[src/rtl/arb_pkg.sv]
// Shared definitions for the round-robin resource arbiter.
//   arb_state_e : arbiter FSM state (IDLE = no grant, BUSY = grant active)
//   idx_width   : width of a requester index for a given requester count
//   cnt_width   : width of a counter that must be able to hold max_hold
package arb_pkg;

    typedef enum logic {
        IDLE = 1'b0,
        BUSY = 1'b1
    } arb_state_e;

    function automatic int idx_width(input int num_req);
        return (num_req > 1) ? $clog2(num_req) : 1;
    endfunction

    function automatic int cnt_width(input int max_hold);
        return $clog2(max_hold + 1);
    endfunction

endpackage

[src/rtl/rr_pick.sv]
// Combinational round-robin pick.
//   req     : request vector
//   ptr     : index with the highest priority this round
//   winner  : first set request at or above ptr, wrapping at NUM_REQ
//   any_req : at least one request is set
// Works for any NUM_REQ >= 2, including non powers of two: the rotation
// wraps at NUM_REQ rather than at 2**IDX_W.
module rr_pick #(
    parameter int NUM_REQ = 4,
    parameter int IDX_W   = 2
) (
    input  logic [NUM_REQ-1:0] req,
    input  logic [IDX_W-1:0]   ptr,
    output logic [IDX_W-1:0]   winner,
    output logic               any_req
);

    logic [NUM_REQ-1:0] rot;
    int                 off;
    int                 pos;
    logic               found;

    always_comb begin
        rot   = '0;
        off   = 0;
        pos   = 0;
        found = 1'b0;

        // rotate so that requester ptr lands at bit 0
        for (int i = 0; i < NUM_REQ; i++) begin
            pos = i + int'(ptr);
            if (pos >= NUM_REQ) pos = pos - NUM_REQ;
            rot[i] = req[pos];
        end

        // priority-encode the lowest set bit of the rotated vector
        for (int i = 0; i < NUM_REQ; i++) begin
            if (!found && rot[i]) begin
                off   = i;
                found = 1'b1;
            end
        end

        // un-rotate back to a requester index
        pos = off + int'(ptr);
        if (pos >= NUM_REQ) pos = pos - NUM_REQ;
        winner = IDX_W'(pos);
    end

    assign any_req = |req;

endmodule

[src/rtl/shared_res_rr_arbiter.sv]
// Round-robin arbiter sharing one single-ported resource among NUM_REQ
// requesters.
//   clk       : clock, everything on posedge
//   rst       : synchronous active-high reset
//   req       : level request per requester, held until served
//   res_done  : one-cycle pulse from the resource, transaction complete
//   gnt       : one-hot grant, zero when idle
//   gnt_idx   : index of the granted requester, meaningful while gnt_valid
//   gnt_valid : a grant is active
//   res_start : one-cycle pulse in the first grant cycle
//   timeout   : one-cycle pulse when a grant is force-released
//   dbg_state : current FSM state
// Handshake: a grant starts with res_start in its first cycle and ends on
// the cycle after res_done, after the owner drops its request, or after
// MAX_HOLD grant cycles. Priority of release causes: done, drop, timeout.
// All outputs are registered; one idle cycle always separates two grants.
module shared_res_rr_arbiter
    import arb_pkg::*;
#(
    parameter int NUM_REQ  = 4,
    parameter int MAX_HOLD = 16,
    parameter int IDX_W    = idx_width(NUM_REQ)
) (
    input  logic               clk,
    input  logic               rst,
    input  logic [NUM_REQ-1:0] req,
    input  logic               res_done,
    output logic [NUM_REQ-1:0] gnt,
    output logic [IDX_W-1:0]   gnt_idx,
    output logic               gnt_valid,
    output logic               res_start,
    output logic               timeout,
    output arb_state_e         dbg_state
);

    localparam int CNT_W = cnt_width(MAX_HOLD);
    localparam logic [CNT_W-1:0] LAST_CNT = CNT_W'(MAX_HOLD - 1);
    localparam logic [IDX_W-1:0] LAST_IDX = IDX_W'(NUM_REQ - 1);

    arb_state_e         state_q, state_d;
    logic [IDX_W-1:0]   ptr_q, ptr_d;
    logic [CNT_W-1:0]   cnt_q, cnt_d;
    logic [NUM_REQ-1:0] gnt_d;
    logic [IDX_W-1:0]   idx_d;
    logic               valid_d;
    logic               start_d;
    logic               timeout_d;

    logic [IDX_W-1:0]   winner;
    logic               any_req;
    logic [IDX_W-1:0]   ptr_after;

    rr_pick #(
        .NUM_REQ (NUM_REQ),
        .IDX_W   (IDX_W)
    ) u_pick (
        .req     (req),
        .ptr     (ptr_q),
        .winner  (winner),
        .any_req (any_req)
    );

    // the released owner gets the lowest priority next round
    assign ptr_after = (gnt_idx == LAST_IDX) ? '0 : gnt_idx + 1'b1;

    always_comb begin
        state_d   = state_q;
        ptr_d     = ptr_q;
        cnt_d     = cnt_q;
        gnt_d     = gnt;
        idx_d     = gnt_idx;
        valid_d   = gnt_valid;
        start_d   = 1'b0;
        timeout_d = 1'b0;

        unique case (state_q)
            IDLE: begin
                gnt_d   = '0;
                idx_d   = '0;
                valid_d = 1'b0;
                cnt_d   = '0;
                if (any_req) begin
                    state_d = BUSY;
                    for (int i = 0; i < NUM_REQ; i++) begin
                        gnt_d[i] = (winner == IDX_W'(i));
                    end
                    idx_d   = winner;
                    valid_d = 1'b1;
                    start_d = 1'b1;
                end
            end

            BUSY: begin
                // cnt_q counts completed grant cycles; equals MAX_HOLD-1
                // during the MAX_HOLD-th cycle
                cnt_d = cnt_q + 1'b1;
                if (res_done || !req[gnt_idx] || (cnt_q == LAST_CNT)) begin
                    state_d   = IDLE;
                    gnt_d     = '0;
                    idx_d     = '0;
                    valid_d   = 1'b0;
                    cnt_d     = '0;
                    ptr_d     = ptr_after;
                    timeout_d = !res_done && req[gnt_idx];
                end
            end

            default: begin
                state_d = IDLE;
            end
        endcase
    end

    always_ff @(posedge clk) begin
        if (rst) begin
            state_q   <= IDLE;
            ptr_q     <= '0;
            cnt_q     <= '0;
            gnt       <= '0;
            gnt_idx   <= '0;
            gnt_valid <= 1'b0;
            res_start <= 1'b0;
            timeout   <= 1'b0;
        end else begin
            state_q   <= state_d;
            ptr_q     <= ptr_d;
            cnt_q     <= cnt_d;
            gnt       <= gnt_d;
            gnt_idx   <= idx_d;
            gnt_valid <= valid_d;
            res_start <= start_d;
            timeout   <= timeout_d;
        end
    end

    assign dbg_state = state_q;

endmodule
[config.mk]
export PLATFORM = sky130hd
export DESIGN_NAME = shared_res_rr_arbiter
export DESIGN_NICKNAME = d
export VERILOG_FILES = /design/src/rtl/arb_pkg.sv /design/src/rtl/rr_pick.sv /design/src/rtl/shared_res_rr_arbiter.sv
export SDC_FILE = /design/constraint.sdc
export NUM_CORES = 1
export LEC_CHECK = 0
export BUFFER_PORTS_ARGS = -buffer_cell sky130_fd_sc_hd__buf_2
export CAP_MARGIN = 20
export CORE_MARGIN = 2
export CORE_UTILIZATION = 45
export CTS_CLUSTER_DIAMETER = 50
export DETAILED_ROUTE_END_ITERATION = 6
export PLACE_DENSITY = 0.65
export SYNTH_ARGS = -nofsm -noshare
export SYNTH_HDL_FRONTEND = slang
export SYNTH_HIERARCHICAL = 1
export SYNTH_SLANG_ARGS = --single-unit
[constraint.sdc]
create_clock -name clk -period 2.8 [get_ports clk]
set_clock_uncertainty 0.15 [all_clocks]
set_input_delay 0.14 -clock clk [delete_from_list [all_inputs] [get_ports clk]]
set_output_delay 0.14 -clock clk [all_outputs]
set_load 0.005 [all_outputs]
# == After elaboration in Yosys (flattened, before gate mapping) ==
# Index checks and enable logic that the tools add are counted.
# word_totals
ff_bits,17
latch_bits,0
ramBits,0
romBits,0
output_inout_bits,10
wordCells,92
n_memories,0
# classes
addsub,11
multipliers,0
div,0
order_cmp,10
n_eq_ne,6
shifts,0
muxes,39
n_bitwise,2
n_reduce_logical,16
# ops
operator,count
< comparator 32 x 4 -> 1 bit (second input constant),4
2-to-1 mux 32 bit,4
>= comparator 32 x 4 -> 1 bit (second input constant),3
subtractor 32 x 4 -> 32 bit (second input constant),3
2-to-1 mux 1 bit,16
2-to-1 mux 2 bit,6
binary-select mux 1 bit (select 2 bit),5
one-hot mux 5 bit (2 select lines),1
2-to-1 mux 4 bit,2
one-hot mux 4 bit (2 select lines),1
adder 2 x 2 -> 3 bit (first input constant),2
== test 2 bit (second input constant),3
adder 5 x 1 -> 5 bit (second input constant),1
== test 5 x 4 -> 1 bit (second input constant),1
logical NOT 1 bit,5
2-to-1 mux 5 bit,1
logical AND 1 bit,4
one-hot mux 1 bit (2 select lines),2
one-hot mux 2 bit (2 select lines),1
OR reduction 4 bit,1
subtractor 2 x 3 -> 4 bit (second input constant),1
adder 1 x 2 -> 3 bit (first input constant),1
adder 2 x 2 -> 3 bit,1
>= comparator 2 x 3 -> 1 bit (second input constant),1
other kinds (12),14

# == Depth between registers and ports, before layout ==
# logic_depth
ltp_word,21
ltp_mapped,10

# == Hierarchy ==
# The synthesis kept the hierarchy.
# by_module_without_submodules
mod,n_inst,cells_each,area_each_um2
shared_res_rr_arbiter,1,61,691.9
rr_pick,1,28,190.2

# == Worst setup path before layout ==
# No wires, ideal clock.
# synth_path
path_type,register to register
start,reg cnt_q[0]
end,reg ptr_q[0]
setup_ps,121
arrival_time_ps,1909
required_time_ps,2529
path_slack_ps,620
path_stages_with_launch,7
synth_period_minus_slack_ps,2180
path_cell_list,dfxtp_1 -> ha_1 -> and3_1 -> ha_1 -> or3b_2 -> o221ai_1 -> mux2_2
# synth_via
elab_chain_len,3
# synth_lines
item,line_no,rtl
from (decl),shared_res_rr_arbiter.sv:42,"logic [CNT_W-1:0] cnt_q, cnt_d;"
from (signal assigned),shared_res_rr_arbiter.sv:127,cnt_q <= cnt_d;
== test 5 x 4 -> 1 bit,shared_res_rr_arbiter.sv:97,if (res_done || !req[gnt_idx] || (cnt_q == LAST_CNT)) begin
logical OR 1 bit,shared_res_rr_arbiter.sv:97,
AND reduction 2 bit (no line),--,
to (signal assigned),shared_res_rr_arbiter.sv:126,ptr_q <= ptr_d;
to (decl),shared_res_rr_arbiter.sv:41,"logic [IDX_W-1:0] ptr_q, ptr_d;"
# Every way passes these cells.
# A chain may end at the register's enable or synchronous reset.

# == Worst setup path after layout ==
# layout_path
start,reg cnt_q[0]
end,reg timeout
# layout_via
elab_chain_len,4
# layout_lines
item,line_no,rtl
== test 5 x 4 -> 1 bit,shared_res_rr_arbiter.sv:97,
logical OR 1 bit,shared_res_rr_arbiter.sv:97,
NOT 1 bit (no line),--,
OR reduction 3 bit (no line),--,
to (signal assigned),shared_res_rr_arbiter.sv:132,timeout <= timeout_d;
to (decl),shared_res_rr_arbiter.sv:32,"output logic timeout,"
# Every way passes these cells.

==> Flow_metrics.wiki <==
{| class="wikitable"
! Metric !! Value
|-
| Switching power as a share of total power || 30.61%
|-
| Maximum fanout count along the critical path || 3
|-
| Worst Setup Start Kind || flop
|-
| Power density of the placed cells || 551.8 mW/mm2
|-
| Clock insertion delay at the later pin of the skew report || 0.30 ns
|-
| Synth Instances || 89
|-
| Number of distinct standard cells referenced by the synthesized netlist || 41
|-
| Launch instance of the worst min-delay path || rst
|-
| Hold Path End || res_start
|-
| Buffer count from post-CTS setup fixing || 0
|-
| Number of pins exceeding their max-slew limit in the final report || 0
|-
| Cell-by-cell trace of the critical path || ha_1 > and3_1 > ha_1 > or3b_2 > o221ai_1 > nor4b_1 > dlygate4sd3_1
|-
| Achievable Freq || 390.9 MHz
|-
| Worst-Margin Slew || 0.4609 ns
|-
| Final nets || 119
|-
| CTS tree || built
|-
| Layout cell share with drive strength beyond 1 || 26.17%
|-
| Layout area overhead || 13.90%
|-
| Endpoint required time on the critical path || 2.85 ns
|-
| Synth Cell Area || 882.1 um2
|-
| CTS buffer count || 3
|-
| Max-cap viol count || 0
|-
| IR Drop Worst-Case VDD || 0.4599 mV
|-
| Design Area, Final || 0.001005 mm2
|-
| Worst setup path class || reg2reg
|-
| Most repeated library cell on the critical path || ha_1
|-
| Kind of capture point of the worst setup path || flop
|-
| Count of routing violations after the opening detailed-route iteration || 10
|-
| CTS Sinks || 17
|-
| Endpoint of the lowest-slack register-to-register path || timeout
|-
| Antenna diodes || 0
|-
| Number of iterations in the first detailed-routing pass || 4
|-
| Count of antenna-violating nets left after detailed routing || 0
|-
| Count of state elements after synthesis || 17
|-
| Total number of vias || 724
|-
| Maximum single-stage delay on the critical path || 0.56 ns
|-
| Path depth of the worst reg2reg path || 7
|-
| Syn nets || 100
|-
| Total of buffers placed on input and output ports || 16
|-
| Yosys warns || 6
|-
| Clk network pwr share || 24.3%
|-
| Mean area per synthesized cell || 9.911 um2
|-
| DRC violations left || 0
|-
| CTS root buffer || clkbuf_4
|-
| Tcrit/Tclk final || 91.35%
|-
| Combinational group share of total power || 23.4%
|-
| Area inside the core boundary || 0.001902 mm2
|-
| Detail Placement HPWL || 1242 um
|-
| Path type of the worst min-delay path || in2reg
|-
| Data arrival time of the worst path || 2.61 ns
|-
| Number of cells on the worst hold path || 2
|-
| Worst-case headroom to the max-slew limit || 69.14%
|-
| Setup-failing EPs final || 0
|-
| Cell area reported after detailed placement || 957.2 um2
|-
| Global route overflow || 0
|-
| Unrepaired setup endpoints after global routing || no
|-
| Run status || completed
|-
| Highest-delay cell along the critical path || dlygate4sd3_1
|-
| Final total negative setup slack || 0 ns
|-
| Final weighted congestion in routability-driven placement || 0.7558
|-
| CTS H-tree lvls || 1
|-
| Total GRT Usage || 18.28%
|-
| Final hold violation count || 0
|-
| Count of pins on the block boundary || 17
|-
| Maximum number of pins on one net before global-route repair || 13
|-
| Sequential element share of the synthesized area || 38.58%
|-
| Die ar. || 0.002330 mm2
|-
| Number of global-route vias before repair || 659
|-
| Clock transition at the registers of the reported paths || 0.11 ns
|-
| Maximum buffer depth of the clock tree || 2
|-
| Die width || 48.28 um
|-
| Routed via count divided by cell count || 5.403
|-
| Drt total wl || 1710 um
|-
| Wire length of the first global-routing pass || 2884 um
|-
| Number of antenna violations at the first check in global routing || 0
|-
| Leakage power || 0.4299 nW
|-
| Effective utilization at floorplan || 46.38%
|-
| Startpoint of the worst-slack reg-to-reg timing path || cnt_q[0]
|-
| Clock period minus worst slack || 2.558 ns
|-
| Reg-to-reg setup timing slack || 0.24 ns
|-
| Part of the power in registers || 52.3%
|-
| Die Span Y || 48.28 um
|-
| Internal cell power || 0.0003847 W
|-
| Number of cell rows || 16
|-
| P_sw || 0.0001697 W
|-
| Routed length per placed instance || 12.76 um
|}
==> state kept, by name, indices dropped and copies added, names as in the netlist <==
signal     count
ptr_q          2
gnt_valid      1
cnt_q          5
dbg_state      1
res_start      1
gnt            4
timeout        1
gnt_idx        2
==> through the flow <==
step | instances | hold WS [ns] | power (W) | util [%] | setup WS [ns]
2_1_floorplan | 89 | 0.06674 | 0.0003889 | - | 0.6203
3_3_place_gp | 128 | 0.2024 | 0.0004197 | 50.33 | 0.5633
3_5_place_dp | 128 | 0.2006 | 0.0004231 | 50.33 | 0.5383
4_1_cts | 134 | 0.006166 | 0.0005597 | 52.83 | 0.2504
5_1_grt | 134 | 0.03850 | 0.0005898 | 52.83 | 0.1049
6_report | 134 | 0.006697 | 0.0005544 | 52.83 | 0.2421
==> synth_stat cells <==
| library cell | number | share of area [%] |
|---|---|---|
| nor2_1 | 9 | 3.8 |
| a21oi_1 | 1 | 0.57 |
| nand2b_1 | 5 | 3.5 |
| or3_1 | 1 | 0.71 |
| o22ai_2 | 1 | 1.4 |
| or2_1 | 1 | 0.71 |
| mux4_2 | 1 | 2.6 |
| and3_1 | 1 | 0.71 |
| o221ai_1 | 1 | 0.99 |
| a31oi_1 | 1 | 0.71 |
| nor2b_1 | 1 | 0.71 |
| o22a_1 | 1 | 0.99 |
| nor4_1 | 1 | 0.71 |
| xor2_1 | 1 | 0.99 |
| and4b_1 | 1 | 1.1 |
| buf_2 | 1 | 0.57 |
| nand4b_1 | 1 | 0.99 |
| xnor2_1 | 3 | 3.0 |
| mux2_2 | 1 | 1.3 |
| nand2_1 | 4 | 1.7 |
| or2b_1 | 1 | 0.85 |
| dfxtp_1 | 17 | 39 |
| buf_6 | 3 | 3.8 |
| or3b_2 | 1 | 0.99 |
| ha_1 | 4 | 5.7 |
| a22o_1 | 2 | 2.0 |
| nor3_1 | 3 | 1.7 |
| a211o_1 | 1 | 0.99 |
| nor4b_1 | 1 | 0.99 |
| and2_2 | 1 | 0.85 |
| nand3_1 | 1 | 0.57 |
| o22ai_1 | 1 | 0.71 |
| a32o_1 | 2 | 2.3 |
| o21ai_0 | 1 | 0.57 |
| o22a_2 | 1 | 1.1 |
| o2bb2ai_1 | 1 | 0.99 |
| mux2i_1 | 4 | 4.5 |
| a21o_2 | 1 | 0.99 |
| o211ai_1 | 1 | 0.85 |
| inv_1 | 4 | 1.7 |
| nor3b_2 | 1 | 1.4 |
==> area by class of cell <==
class | instances | area (um2)
clock buffer | 3 | 22.52
clock inverter | 1 | 5.005
fill | 180 | 897.1
inverter | 4 | 15.01
multi-input combinational | 64 | 488.0
sequential | 17 | 340.3
tap | 27 | 33.78
timing repair buffer | 18 | 100.1
==> layout by cell type, fill, tap and decap left out, drive strengths merged, types with 2 or more instances in the layout <==
cell / instances
a22o: 2
clkbuf: 3
buf: 16
nor2: 9
dfxtp: 17
mux2i: 4
o22ai: 2
ha: 4
xnor2: 3
nand2: 4
dlygate4sd3: 2
a32o: 2
o22a: 2
nor3: 3
inv: 4
nand2b: 5
==> power by group through the flow <==
stage          logic (W)  clock network (W)  registers, W
6_report        0.000130           0.000135      0.000290
5_1_grt         0.000146           0.000149      0.000294
4_1_cts         0.000130           0.000139      0.000290
3_5_place_dp    0.000128                  0      0.000296
3_3_place_gp    0.000126                  0      0.000294
2_1_floorplan   0.000103                  0      0.000286
==> routing by layer <==
metal | routed length (um) | part of all wire (%) | up-vias | global-route usage [%]
met4 | 37 | 2.2 | 0 | 9.730
met3 | 65 | 3.8 | 4 | 3.333
met1 | 819 | 48 | 346 | 23.06
li1 | - | - | 358 | -
met5 | 0 | 0 | - | 0
met2 | 787 | 46 | 16 | 29.47
==> kinds of logic (layout without fill, tap and decap cells) <==
family                   Yosys count  after routing  synth area share [%]
AO/OA/AOI/OAI                     16             16                 15.18
XOR/XNOR                           4              4                 3.972
adder cells (fa/ha/maj)            4              4                 5.674
buffers and inverters              8             26                 6.098
flip-flops                        17             17                 38.58
multiplexers                       6              6                 8.369
AND/OR/NAND/NOR                   34             34                 22.13
==> worst max-delay path by stage <==
| stage | from | endpoint | slack [ns] | cells after the start |
|---|---|---|---|---|
| after floorplan | cnt_q[0] | ptr_q[0] | 0.62 | 6 |
| after global placement | cnt_q[0] | ptr_q[0] | 0.56 | 6 |
| after detailed placement | cnt_q[0] | ptr_q[0] | 0.54 | 6 |
| after CTS | cnt_q[0] | timeout | 0.25 | 7 |
| after global routing | cnt_q[0] | timeout | 0.10 | 7 |
| final | cnt_q[0] | timeout | 0.24 | 7 |
==> critical path, delay by kind of cell (launching register included) <==
family / cells / cell delay, ns
simple gates: 3 / 0.68
flops: 1 / 0.34
fa+ha+maj: 2 / 0.41
compound gates: 1 / 0.32
buf+inv: 1 / 0.56
==> repair_timing <==
action                                 in CTS  in global routing
gates resized for setup                     0                  0
endpoints found under the hold margin       1                  0
hold buffers                                2                  0
(Power assumes the default switching activity.)
